===== src/rtl/irq_pc_sequencer.sv =====
// irq_pc_sequencer: program-counter sequencer with edge-detected interrupts,
// an interrupt mask, illegal-instruction trapping and a kernel-mode PC bit.
// The PC register is the only state that moves with stall_i. Edge detection,
// pending flags and the mask run every cycle, so an interrupt raised during a
// stall is remembered and taken on the first unstalled user-mode cycle.
// All decisions (take interrupt / illop, epc, irq id) are combinational from
// current state and inputs; the resulting PC is loaded at the next edge.
module irq_pc_sequencer #(
    parameter int                 NUM_IRQ   = 4,
    parameter logic [31:0]        RESET_VEC = 32'h00000000,
    parameter logic [31:0]        ILLOP_VEC = 32'h80000004,
    parameter logic [31:0]        XADR_VEC  = 32'h80000008,
    parameter logic [NUM_IRQ-1:0] MASK_RST  = '1
) (
    input  logic               clk,
    input  logic               reset,
    input  logic               stall_i,
    input  logic [2:0]         pcsrc_i,
    input  logic               branch_taken_i,
    input  logic [31:0]        branch_tgt_i,
    input  logic [25:0]        jidx_i,
    input  logic [31:0]        jr_tgt_i,
    input  logic               illop_i,
    input  logic [NUM_IRQ-1:0] irq_i,
    input  logic               mask_we_i,
    input  logic [NUM_IRQ-1:0] mask_d_i,
    output logic [31:0]        pc_o,
    output logic [31:0]        pc4_o,
    output logic [31:0]        epc_o,
    output logic               epc_we_o,
    output logic               kernel_o,
    output logic [NUM_IRQ-1:0] pend_o,
    output logic [3:0]         irq_id_o,
    output logic               kerr_o
);

    logic [31:0]        r_pc;
    logic [NUM_IRQ-1:0] r_pend;
    logic [NUM_IRQ-1:0] r_mask;
    logic [NUM_IRQ-1:0] r_irq_prev;
    logic               r_kerr;

    logic [31:0]        w_pc4;
    logic               w_kernel;
    logic [NUM_IRQ-1:0] w_rise;
    logic [NUM_IRQ-1:0] w_masked;
    logic [NUM_IRQ-1:0] w_sel;
    logic [NUM_IRQ-1:0] w_clr;
    logic [3:0]         w_irq_id;
    logic               w_take_irq;
    logic               w_take_ill;
    logic [31:0]        w_normal_pc;
    logic [31:0]        w_next_pc;

    // Bit 31 is the kernel flag; only the low 31 bits advance and wrap.
    assign w_pc4    = {r_pc[31], r_pc[30:0] + 31'd4};
    assign w_kernel = r_pc[31];
    assign w_rise   = irq_i & ~r_irq_prev;
    assign w_masked = r_pend & r_mask;

    // Lowest set index of the masked pending vector, as an id and a one-hot.
    always_comb begin
        w_irq_id = 4'd0;
        w_sel    = '0;
        for (int i = NUM_IRQ - 1; i >= 0; i--) begin
            if (w_masked[i]) begin
                w_irq_id = 4'(i);
                w_sel    = '0;
                w_sel[i] = 1'b1;
            end
        end
    end

    // Events are suppressed while in reset, stalled, or in kernel mode.
    assign w_take_irq = ~reset & ~stall_i & ~w_kernel & (|w_masked);
    assign w_take_ill = ~reset & ~stall_i & ~w_kernel & illop_i & ~w_take_irq;
    assign w_clr      = w_take_irq ? w_sel : '0;

    // Normal next-PC selection from the decoded pcsrc code.
    always_comb begin
        w_normal_pc = RESET_VEC;
        case (pcsrc_i)
            3'b000:  w_normal_pc = w_pc4;
            3'b001:  w_normal_pc = branch_taken_i ? branch_tgt_i : w_pc4;
            3'b010:  w_normal_pc = {r_pc[31:28], jidx_i, 2'b00};
            3'b011:  w_normal_pc = jr_tgt_i;
            default: w_normal_pc = RESET_VEC;
        endcase
    end

    // Interrupts outrank illegal-instruction traps.
    always_comb begin
        w_next_pc = w_normal_pc;
        if (w_take_irq) begin
            w_next_pc = XADR_VEC;
        end else if (w_take_ill) begin
            w_next_pc = ILLOP_VEC;
        end
    end

    // PC advances only when not stalled; kernel-mode illop sets the sticky error.
    always_ff @(posedge clk or posedge reset) begin
        if (reset) begin
            r_pc   <= RESET_VEC;
            r_kerr <= 1'b0;
        end else if (!stall_i) begin
            r_pc <= w_next_pc;
            if (w_kernel && illop_i) begin
                r_kerr <= 1'b1;
            end
        end
    end

    // Edge history, pending flags and mask update every cycle regardless of stall;
    // a new edge wins over a clear of the same bit.
    always_ff @(posedge clk or posedge reset) begin
        if (reset) begin
            r_irq_prev <= '0;
            r_pend     <= '0;
            r_mask     <= MASK_RST;
        end else begin
            r_irq_prev <= irq_i;
            r_pend     <= (r_pend & ~w_clr) | w_rise;
            if (mask_we_i) begin
                r_mask <= mask_d_i;
            end
        end
    end

    // Interrupt return re-executes the interrupted instruction; illop skips it.
    assign epc_o    = w_take_irq ? r_pc : w_pc4;
    assign epc_we_o = w_take_irq | w_take_ill;
    assign irq_id_o = w_take_irq ? w_irq_id : 4'd0;
    assign pc_o     = r_pc;
    assign pc4_o    = w_pc4;
    assign kernel_o = w_kernel;
    assign pend_o   = r_pend;
    assign kerr_o   = r_kerr;

endmodule


===== config.mk =====
export PLATFORM = sky130hd
export DESIGN_NAME = irq_pc_sequencer
export DESIGN_NICKNAME = d
export VERILOG_FILES = /design/src/rtl/irq_pc_sequencer.sv
export SDC_FILE = /design/constraint.sdc
export NUM_CORES = 1
export LEC_CHECK = 0
export CAP_MARGIN = 20
export CORE_ASPECT_RATIO = 1.4
export CORE_MARGIN = 2
export CORE_UTILIZATION = 41
export CTS_CLUSTER_SIZE = 16
export DETAILED_ROUTE_END_ITERATION = 7
export PLACE_DENSITY = 0.91
export SLEW_MARGIN = 20
export SYNTH_ARGS = -nofsm -noshare
export SYNTH_HDL_FRONTEND = slang
export SYNTH_SLANG_ARGS = --single-unit
export TNS_END_PERCENT = 20

===== constraint.sdc =====
create_clock -name clk -period 5.7 [get_ports clk]
set_input_delay 0.855 -clock clk [delete_from_list [all_inputs] [get_ports clk]]
set_output_delay 0.855 -clock clk [all_outputs]
set_load 0.05 [all_outputs]

After elaboration in Yosys (flattened, before gate mapping)

Index checks and enable logic that the tools add are counted.

Output and inout bits: 107
Register bits after elaboration: 45
Input bits: 107
Word-level logic and storage cells: 51

Bitwise gates (word level): 16
Muxes and demuxes: 15
Equality and inequality tests: 6
Reduce and logical (&&, ||, !) cells: 6
Add/subtract/negate cells: 1

Operators with widths:

| kind                                                            | count |
|---|---|
| 32-bit case mux with 4 select lines                             | 1 |
| 32-bit two-way mux                                              | 3 |
| 4-bit two-way mux                                               | 9 |
| 31-bit by 3-bit adder with 31-bit output, second input constant | 1 |
| 31-bit two-way mux                                              | 1 |
| 4-bit bitwise AND                                               | 3 |
| 4-bit inverter                                                  | 2 |
| 3-bit by 2-bit == test with 1-bit output, second input constant | 2 |
| 3-bit != test, second input constant                            | 2 |
| 1-bit bitwise AND                                               | 5 |
| 4-bit != test, second input constant                            | 1 |
| 1-bit inverter                                                  | 4 |
| 4-bit OR                                                        | 1 |
| 2-bit AND reduction                                             | 2 |
| 4-bit AND reduction                                             | 1 |
| 4-bit OR reduction                                              | 1 |
| 3-bit by 1-bit == test with 1-bit output, second input constant | 1 |
| 3-bit logical NOT                                               | 1 |
| 2-bit two-way mux                                               | 1 |
| 1-bit logical AND                                               | 1 |
| 1-bit OR                                                        | 1 |

Logic depth before layout (Yosys ltp)

Depth in word-level cells: 9
Gate-level depth with buffers: 7
Mapped depth without buffers: 6

Least setup slack after synthesis

OpenSTA, ideal clock, no wires.

Path type: reg2out
Start: register r_pc[2], in the netlist pc_o[2]
End: output port epc_o[30]
Arrival time: 2992 ps
Cell stages (with the launch flop): 8
Path slack: 1853 ps
Data required time: 4845 ps
Buffers on the path: 1
Path through: dfrtp_1 > ha_1 > nand4_1 > or4_1 > buf_6 > nor4_4 > nand2_1 > xnor2_1

Word-level cells in the longest chain between the ends: 2

RTL lines:

| what                                     | line | source |
|---|---|---|
| from (decl)                              | 37   | `logic [31:0] r_pc;` |
| from (signal assigned)                   | 107  | `r_pc <= w_next_pc;` |
| 31-bit by 3-bit adder with 31-bit output | 56   | `assign w_pc4 = {r_pc[31], r_pc[30:0] + 31'd4};` |
| 31-bit two-way mux                       | 131  | `assign epc_o = w_take_irq ? r_pc : w_pc4;` |
| to (decl)                                | 29   | `output logic [31:0] epc_o,` |

No other way between the ends.

Worst setup path after layout

Start: input port stall_i
End: output port epc_o[4]

Word-level cells in the longest chain between the ends: 5

RTL lines:

| what                            | line | source |
|---|---|---|
| from (decl)                     | 17   | `input logic stall_i,` |
| 1-bit inverter (no line)        | n/a  |  |
| 1-bit bitwise AND (3 in series) | 75   | `assign w_take_irq = ~reset & ~stall_i & ~w_kernel & (\|w_masked);` |
| 31-bit two-way mux              | 131  |  |

No other way between the ends.

==> results.sh <==
export IMPL_cts_setup_buffers=0
export IMPL_startpoint="stall_i"
export IMPL_critPathLaunchType="primary input"
export IMPL_antenna_found_initial=0
export IMPL_min_period_ns=4.540
export IMPL_clk_pin_slew_ns=0.06
export IMPL_async_reset_ff_share_pct=100.0
export IMPL_antenna_cells=0
export IMPL_grt_pass1_vias=4264
export IMPL_setup_violations=0
export IMPL_fin_worst_skew_ns=0.004302
export IMPL_die_h_um=114.0
export IMPL_worst_path_most_repeated_cell="clkdlybuf4s50_1"
export IMPL_drtPass1Iterations=8
export IMPL_post_place_ws_ns=1.165
export IMPL_maxCapViolCount=0
export IMPL_leakage_nw=2.307
export IMPL_synth_cell_area_um2=3541
export IMPL_grt_usage_pct=29.09
export IMPL_r2r_end="pc_o[11]"
export IMPL_max_vdd_ir_drop_mv=0.2169
export IMPL_cts_inserted_buffers=5
export IMPL_rsz0062_at_grt="no"
export IMPL_drtIter0Drc=413
export IMPL_synthDistinctLibCells=58
export IMPL_ys_ff_latch=45
export IMPL_core_um2=8508
export IMPL_cts_buffer_depth=2
export IMPL_die_w_um=82.54
export IMPL_synth_avg_cell_area_um2=8.431
export IMPL_worst_pin_slew_ns=0.9935
export IMPL_relSlewSlack_pct=33.61
export IMPL_htree_num_levels=2
export IMPL_numPlacedInstances=702
export IMPL_critPathKind="in2out"
export IMPL_fin_cells=711
export IMPL_crit_fanout=30
export IMPL_gp_congestion=0.8678
export IMPL_whs_ns=0.4362
export IMPL_syn_inst=420
export IMPL_grt_ovfl_total=0
export IMPL_ant_nets=0
export IMPL_fmax_mhz=220.3
export IMPL_min_period_over_period_pct=79.65
export IMPL_hp_start="r_irq_prev[2]"
export IMPL_synth_edf_count=0
export IMPL_drt_wl_total_um=13860
export IMPL_cp_slowest_cell="clkdlybuf4s50_1"
export IMPL_crit_required_ns=4.85
export IMPL_final_util_pct=67.84
export IMPL_worstPathArrival_ns=3.68
export IMPL_viasPerCell=5.963
export IMPL_crit_chain="clkdlybuf4s50_1, buf_4, nor3_1, o21ai_2, nand2_1, xnor2_1, clkdlybuf4s50_1"
export IMPL_nNetsFinal=713
export IMPL_hpwl_um=10440
export IMPL_wl_per_cell_um=19.49
export IMPL_num_io_pins=214
export IMPL_drcViolationCount=0
export IMPL_cts_root_buf="clkbuf_16"
export IMPL_synthFlopType="dfrtp_1"
export IMPL_hold_class="reg2reg"
export IMPL_setup_tns_ns=0
export IMPL_status="complete, no violations"
export IMPL_final_layout_size_suffix_gt1_share_pct=9.736
export IMPL_tritoncts="done"
export IMPL_die_area_um2=9406
export IMPL_synth_seq_area_share_pct=31.94
export IMPL_ctsResizeCount=0
export IMPL_rows=40
export IMPL_worst_slack_ns=1.160
export IMPL_insertion_delay_ns=0.28
export IMPL_grt_first_pass_wirelength_um=21360
export IMPL_ys_warn_count=0
export IMPL_reg2reg_slack_ns=2.96
export IMPL_cp_slowest_stage_delay_ns=0.84
export IMPL_stdcell_area_um2=5772
export IMPL_cts_hold_buf=0
export IMPL_hold_depth=1
export IMPL_start_util_pct=41.62
export IMPL_hold_end="pend_o[2]"
export IMPL_r2r_start="pc_o[31]"
export IMPL_dpl_cell_area_um2=5594
export IMPL_vias=4240
export IMPL_hold_viol_final=0
export IMPL_endpoint_kind="output port"
export IMPL_maxSlewViolCount=0
export IMPL_rr_worst_depth=5
export IMPL_io_buffers=211
export IMPL_powerDensity_nw_per_um2=208.1
export IMPL_grt_max_degree=46
export IMPL_area_delta_synth_final_pct=63.00
export IMPL_cts_sinks=45
export IMPL_power_mw=1.201
where the power goes:
| group | internal [mW] | switching, mW |
|---|---|---|
| Combinational | 0.201 | 0.313 |
| Clock | 0.186 | 0.119 |
| Sequential | 0.343 | 0.0395 |
| Total | 0.730 | 0.471 |
cells by family (layout without fill, tap and decap cells):
family | count (synthesis) | in the layout | share of synthesized area [%]
other | 1 | 2 | 0.1059
AOI/OAI and AO/OA | 124 | 124 | 26.68
muxes | 4 | 4 | 1.272
DFF | 45 | 45 | 31.94
adders and majority gates | 1 | 1 | 0.3533
buffers and inverters | 66 | 251 | 8.410
and+or+nand+nor | 127 | 127 | 18.38
xor gates and xnor gates | 52 | 52 | 12.86
critical path, delay by kind of cell:
family	cells	cell delay, ns
compound gates	1	0.41
xor+xnor	1	0.13
buf+inv	3	1.46
simple gates	2	0.81
synthesized netlist by cell type (all sizes together) (2+ instances only):
library cell  count  share of area (%)
a21o              2               0.42
a21oi            21                3.0
a221o             5                1.4
a222oi           23                6.5
a22o              7                1.7
a22oi             7                1.5
a31o              3               0.74
and2              2               0.35
and3              6                1.1
and4              2               0.49
buf              18                3.3
clkbuf           22                2.4
dfrtp            41                 29
dfstp             4                3.0
inv              26                2.8
mux2              4                1.3
nand2            43                4.6
nand3            11                1.7
nand3b            2               0.42
nand4             9                1.8
nor2             29                3.1
nor3             11                2.2
nor4              4                1.1
o21ai            13                1.8
o221ai            3               0.74
o22ai            15                2.7
o31a             14                3.5
o31ai             2               0.57
or3               3               0.53
xnor2            41                 10
xor2             11                2.7
metal layers:
metal	GRT usage [%]	routed length, µm	share of wire [%]	vias up
li1	-	-	-	1921
met1	32.07	5051	36	2026
met2	52.85	7146	52	258
met3	5.854	1229	8.9	35
met4	11.80	430	3.1	0
met5	0	0	0	-
state kept, by name, summed over array words and instances (netlist names):
| register | count |
|---|---|
| kerr_o | 1 |
| pc_o | 32 |
| pend_o | 4 |
| r_irq_prev | 4 |
| r_mask | 4 |
layout make-up:
type | count | area [µm²]
clock buffer | 7 | 152.6
clock inverter | 1 | 5.005
fill | 703 | 2736
inverter | 26 | 97.59
multi-input combinational | 310 | 2140
sequential | 45 | 1131
tap | 105 | 131.4
timing repair buffer | 217 | 2115
layout by cell type (no fill, tap or decap), types with 3 or more instances in the layout:
| cell type | synthesis | layout |
|---|---|---|
| a21oi_1 | 21 | 21 |
| a221o_1 | 5 | 5 |
| a222oi_1 | 23 | 23 |
| a22o_1 | 7 | 7 |
| a22oi_1 | 7 | 7 |
| a31o_2 | 3 | 3 |
| and3_1 | 6 | 6 |
| buf_4 | 9 | 27 |
| clkbuf_16 | 0 | 5 |
| clkdlybuf4s50_1 | 0 | 189 |
| dfrtp_1 | 41 | 41 |
| dfstp_2 | 4 | 4 |
| inv_1 | 26 | 25 |
| mux2_2 | 4 | 4 |
| nand2_1 | 43 | 43 |
| nand3_1 | 10 | 10 |
| nand4_1 | 8 | 8 |
| nor2_1 | 29 | 29 |
| nor3_1 | 8 | 8 |
| nor4_1 | 3 | 3 |
| o21ai_0 | 12 | 11 |
| o221ai_1 | 3 | 3 |
| o22ai_1 | 15 | 15 |
| o31a_1 | 14 | 14 |
| or3_1 | 3 | 3 |
| xnor2_1 | 41 | 41 |
| xor2_1 | 11 | 11 |
worst max path at each step:
stage / slack (ns) / endpoint / depth (start not counted)
floorplan: 1.85 / epc_o[30] / 7
global placement: 1.06 / epc_o[4] / 7
detailed placement: 1.17 / epc_o[4] / 7
CTS: 1.16 / epc_o[4] / 7
global route: 0.98 / epc_o[28] / 7
finish: 1.16 / epc_o[4] / 7
No activity file was read; power rests on OpenSTA's default activity.
